`config.mk`:
```
export PLATFORM = sky130hd
export DESIGN_NAME = ccff_chain_loader
export DESIGN_NICKNAME = d
export VERILOG_FILES = /design/src/rtl/ccff_chain_loader.sv
export SDC_FILE = /design/constraint.sdc
export NUM_CORES = 1
export LEC_CHECK = 0
export ABC_CLOCK_PERIOD_IN_PS = 1900
export CORE_MARGIN = 10
export CORE_UTILIZATION = 47
export CTS_BUF_LIST = sky130_fd_sc_hd__clkbuf_8
export DETAILED_ROUTE_END_ITERATION = 10
export GPL_ROUTABILITY_DRIVEN = 0
export HOLD_SLACK_MARGIN = 0.12
export PLACE_DENSITY_LB_ADDON = 0.3
export SLEW_MARGIN = 20
export SYNTH_ARGS = -nofsm -noshare
export SYNTH_HDL_FRONTEND = slang
export SYNTH_SLANG_ARGS = --single-unit
```
`constraint.sdc`:
```
create_clock -name prog_clk -period 1.9 [get_ports prog_clk]
set_input_delay 0.19 -clock prog_clk [delete_from_list [all_inputs] [get_ports prog_clk]]
set_output_delay 0.19 -clock prog_clk [all_outputs]
set_load 0.1 [all_outputs]
```
`src/rtl/ccff_chain_loader.sv`:
```
// Configuration-chain loader for one routing/IO tile: takes config words over
// valid/ready, serializes them LSB first onto ccff_head and counts CHAIN_LEN bits.
module ccff_chain_loader #(
  parameter int unsigned CHAIN_LEN = 30,
  parameter int unsigned WORD_W    = 8,
  parameter int unsigned CNT_W     = 5
) (
  input  logic              prog_clk,
  input  logic              prog_reset,
  input  logic              start,
  input  logic              abort,
  input  logic              word_valid,
  input  logic [WORD_W-1:0] word_data,
  output logic              word_ready,
  output logic              ccff_head,
  output logic              ccff_shift_en,
  input  logic              ccff_tail,
  output logic              busy,
  output logic              done,
  output logic              aborted,
  output logic              tail_parity,
  output logic [CNT_W-1:0]  bit_count
);

  localparam int unsigned LEFT_W = $clog2(WORD_W + 1);

  typedef enum logic [1:0] {
    ST_IDLE = 2'd0,
    ST_LOAD = 2'd1,
    ST_DONE = 2'd2
  } state_e;

  state_e              state_q, state_d;
  logic [WORD_W-1:0]   buf_q, buf_d;
  logic [LEFT_W-1:0]   left_q, left_d;
  logic                head_q, head_d;
  logic                shift_en_q, shift_en_d;
  logic                busy_q, busy_d;
  logic                done_q, done_d;
  logic                aborted_q, aborted_d;
  logic                parity_q, parity_d;
  logic [CNT_W-1:0]    cnt_q, cnt_d;

  logic                buf_empty;
  logic [CNT_W-1:0]    remain;

  assign buf_empty  = (left_q == '0);
  assign word_ready = (state_q == ST_LOAD) && buf_empty;
  // Bits still owed to the chain; the last word is trimmed to this many.
  assign remain     = CNT_W'(CHAIN_LEN) - cnt_q;

  // Next-state and registered-output logic
  always_comb begin
    state_d    = state_q;
    buf_d      = buf_q;
    left_d     = left_q;
    head_d     = head_q;
    shift_en_d = 1'b0;
    busy_d     = 1'b0;
    done_d     = 1'b0;
    aborted_d  = aborted_q;
    cnt_d      = cnt_q;
    // Tail is sampled before the chain edge, so this folds in old contents.
    parity_d   = parity_q ^ (shift_en_q & ccff_tail);

    unique case (state_q)
      ST_IDLE: begin
        if (start) begin
          state_d   = ST_LOAD;
          cnt_d     = '0;
          parity_d  = 1'b0;
          aborted_d = 1'b0;
          left_d    = '0;
        end
      end
      ST_LOAD: begin
        if (abort) begin
          state_d   = ST_IDLE;
          aborted_d = 1'b1;
          left_d    = '0;
        end else if (!buf_empty) begin
          head_d     = buf_q[0];
          shift_en_d = 1'b1;
          buf_d      = buf_q >> 1;
          left_d     = left_q - LEFT_W'(1);
          cnt_d      = cnt_q + CNT_W'(1);
          if (cnt_d == CNT_W'(CHAIN_LEN)) begin
            state_d = ST_DONE;
            done_d  = 1'b1;
            left_d  = '0;
          end
        end else if (word_valid) begin
          buf_d  = word_data;
          left_d = (32'(remain) < WORD_W) ? LEFT_W'(remain) : LEFT_W'(WORD_W);
        end
      end
      ST_DONE: begin
        state_d = ST_IDLE;
      end
      default: begin
        state_d = ST_IDLE;
      end
    endcase

    busy_d = (state_d == ST_LOAD);
  end

  // State register
  always_ff @(posedge prog_clk) begin
    if (prog_reset) begin
      state_q    <= ST_IDLE;
      buf_q      <= '0;
      left_q     <= '0;
      head_q     <= 1'b0;
      shift_en_q <= 1'b0;
      busy_q     <= 1'b0;
      done_q     <= 1'b0;
      aborted_q  <= 1'b0;
      parity_q   <= 1'b0;
      cnt_q      <= '0;
    end else begin
      state_q    <= state_d;
      buf_q      <= buf_d;
      left_q     <= left_d;
      head_q     <= head_d;
      shift_en_q <= shift_en_d;
      busy_q     <= busy_d;
      done_q     <= done_d;
      aborted_q  <= aborted_d;
      parity_q   <= parity_d;
      cnt_q      <= cnt_d;
    end
  end

  assign ccff_head     = head_q;
  assign ccff_shift_en = shift_en_q;
  assign busy          = busy_q;
  assign done          = done_q;
  assign aborted       = aborted_q;
  assign tail_parity   = parity_q;
  assign bit_count     = cnt_q;

endmodule

```
==> qor.yml <==
design.portCount: 26
ys_seq_elements: 25
async_reset_ff_frac: 0
cap_violations: 0
synthCells: 159
rsz0062_at_grt: "false"
wl_met3_um: 125
top_layer: "met4"
crit_type: "reg -> out"
synth_edf_count: 0
seq_power_share: 0.528
peakVddDrop_uv: 512.8
cp-endpoint: "word_ready"
hold_violations: 0
rrSetupSlack_ns: 0.11
antenna_found_initial: 0
crit_family: "simple AND/OR/NAND/NOR gates"
num_rows: 19
die_w_um: 74.36
cts_buffer_depth: 2
p_clk_frac: 0.309
wire_per_inst_um: 15.18
min_period_ns: 1.798
crit_path_end_kind: "output pin"
synth_cell_types: 47
wl_met2_um: 1675
worstSetupStartpoint: "left_q[0]"
period_share: 0.9461
path_cells: "inv_2, ha_2, or3b_4, nor2_4, buf_12"
grt_max_degree: 20
seqCellArea_um2: 509.2
powerDensity_mw_per_mm2: 580.0
synthTopCellsByArea: "dfxtp_1, nand2_1, nor2_1"
cts_made_buffers: 3
drtIter0Drc: 95
wl_met1_um: 1522
clock_skew_ns: 0.001317
reg2reg_depth: 8
grt_pass1_vias: 1278
drtPass1Iterations: 4
grt_first_pass_wirelength_um: 5678
reg2reg_to: "left_q[0]"
cp.depth: 5
area_growth_pct: 27.93
slowest_delay_ns: 0.42
drive_gt1_frac: 0.2579
critPathBufInv: 2
multi_input_comb_area_um2: 847.1
slew_headroom: 0.6423
critical_path_required_ns: 1.71
yosysSeqAreaShare: 0.3604
worstPathArrival_ns: 1.61
min_path_cells: 3
dieHeight_um: 74.36
place_hpwl_um: 2510
grt_overflow: 0
final_antenna_net_count: 0
startpoint_type: "register"
grtUsageTotal: 0.1251
switching_share: 0.2674
nNetsFinal: 210
cts_sinks: 25
syn_nets: 178
die-area_mm2: 0.005529
combinationalPowerShare: 0.162
slew_violations: 0
max_freq_mhz: 556.3
netlist_area_mm2: 0.001389
critPathMaxFanout: 5
clock_latency_ns: 0.27
cpMaxStageDelayCell: "or3b_4"
coreArea_mm2: 0.002781
clk_pin_slew_ns: 0.09
drc_errors: 0
yosys_warnings: 0
tritoncts: "yes"
timing.final.ws_setup_ns: 0.1024
r2r_start: "left_q[0]"
insertedDiodeCount: 0
worst_slew_pin_slew_ns: 0.5353
synthFlopType: "dfxtp_1"
dp_slack_ns: 0.03573
p_switching_w: 0.0002756
setup_viol: 0
final_common_cell: "nand2_1"
htree_num_levels: 1
numPortBuffers: 25
start_util: 0.4993
netlist.area_leader.share: 0.3604
vias: 1260
syn_area_per_cell_um2: 8.735
status: "finished clean"
wirelength_um: 3354
vias_per_cell: 5.701
leakage_nw: 0.6964
fin_tns_setup_ns: 0
final.fill_count: 238
hold_class: "in -> reg"
synth.largest_area_cell: "dfxtp_1"
layout_common_cells: "nand2_1, buf_4, dfxtp_1, nor2_1, clkdlybuf4s50_1"
internal_power_w: 0.0007549
clockRootBuffer: "clkbuf_8"
Yosys cell counts, types with 2 or more instances:
cell type	instances
ha_1	5
o211ai_1	4
o31ai_1	2
nor3b_1	2
and3_1	2
nand3_1	5
nor3_1	2
a311oi_2	2
a21oi_1	4
nand2b_1	3
a22oi_1	2
nor2_1	17
or3b_1	2
nor2b_1	2
nand2_1	22
and3b_1	4
nor3b_4	2
clkbuf_1	4
mux2i_1	2
a31oi_1	4
o21ai_1	3
dfxtp_1	25
xor2_1	2
and2_1	3
inv_1	6
a311oi_1	5
nand4_1	2
a21boi_0	2
worst reg2reg max path, cell delays in order, from the launching register on:
cell,delay [ns]
dfxtp_2,0.35
inv_2,0.06
ha_2,0.18
or3b_4,0.42
buf_4,0.18
buf_4,0.14
and2_1,0.16
nand3_1,0.09
o211ai_1,0.09
metal layers:
metal | global-route usage | vias up
li1 | - | 641
met1 | 0.1506 | 596
met2 | 0.2150 | 18
met3 | 0.02926 | 5
met4 | 0.03659 | 0
met5 | 0 | -
timing repair:
item	in CTS	in global routing
buffers inserted	2	0
resized for setup	3	4
endpoints found under the setup margin	1	6
cloned	0	0
pin swaps	0	1
hold buffers	0	0
metrics by stage:
step | instances | instance area, um2 | utilization | power [W] | hold slack (ns)
3_5_place_dp | 216 | 1708 | 0.6140 | 0.0007185 | 0.4760
5_1_grt | 221 | 1777 | 0.6388 | 0.001071 | 0.5058
3_3_place_gp | 216 | 1708 | 0.6140 | 0.0007158 | 0.4564
2_1_floorplan | 159 | 1403 | - | 0.0006530 | 0.3419
4_1_cts | 221 | 1768 | 0.6356 | 0.001037 | 0.4836
6_report | 221 | 1777 | 0.6388 | 0.001031 | 0.4860
sequential cells by signal, summed over array words and instances (netlist names), 2 cells and up:
name       cells
left_q         4
buf_q          8
state_q        2
bit_count      5
power by group through the flow:
stage               registers (W)  clock network [W]  logic [W]
finish                   0.000544           0.000319   0.000167
global route             0.000546           0.000344   0.000181
CTS                      0.000544           0.000328   0.000165
global placement         0.000555                  0   0.000160
floorplan                0.000574                  0  0.0000787
detailed placement       0.000556                  0   0.000162
logic make-up after synthesis:
kind of cell	Yosys count	synth area share
xor gates and xnor gates	2	0.01261
and+or+nand+nor	74	0.3000
DFF	25	0.3604
AOI/OAI and AO/OA	38	0.2234
adders and majority gates	5	0.04505
muxes	2	0.01441
buffers and inverters	13	0.04414
final cells by class:
type / count / share of cell area
timing repair buffer: 34 / 0.1761
multi-input combinational: 121 / 0.4768
inverter: 6 / 0.01268
clock buffer: 3 / 0.02324
clock inverter: 1 / 0.002817
tap: 31 / 0.02183
sequential: 25 / 0.2866
worst min-delay path by stage:
stage	start	end	slack, ns
5_1_grt	word_data[2]	buf_q[2]	0.51
3_5_place_dp	buf_q[5]	buf_q[4]	0.48
4_1_cts	word_data[4]	buf_q[4]	0.48
2_1_floorplan	word_data[7]	buf_q[7]	0.34
6_report	word_data[4]	buf_q[4]	0.49
3_3_place_gp	buf_q[7]	buf_q[7]	0.46
(Power assumes the default switching activity.)
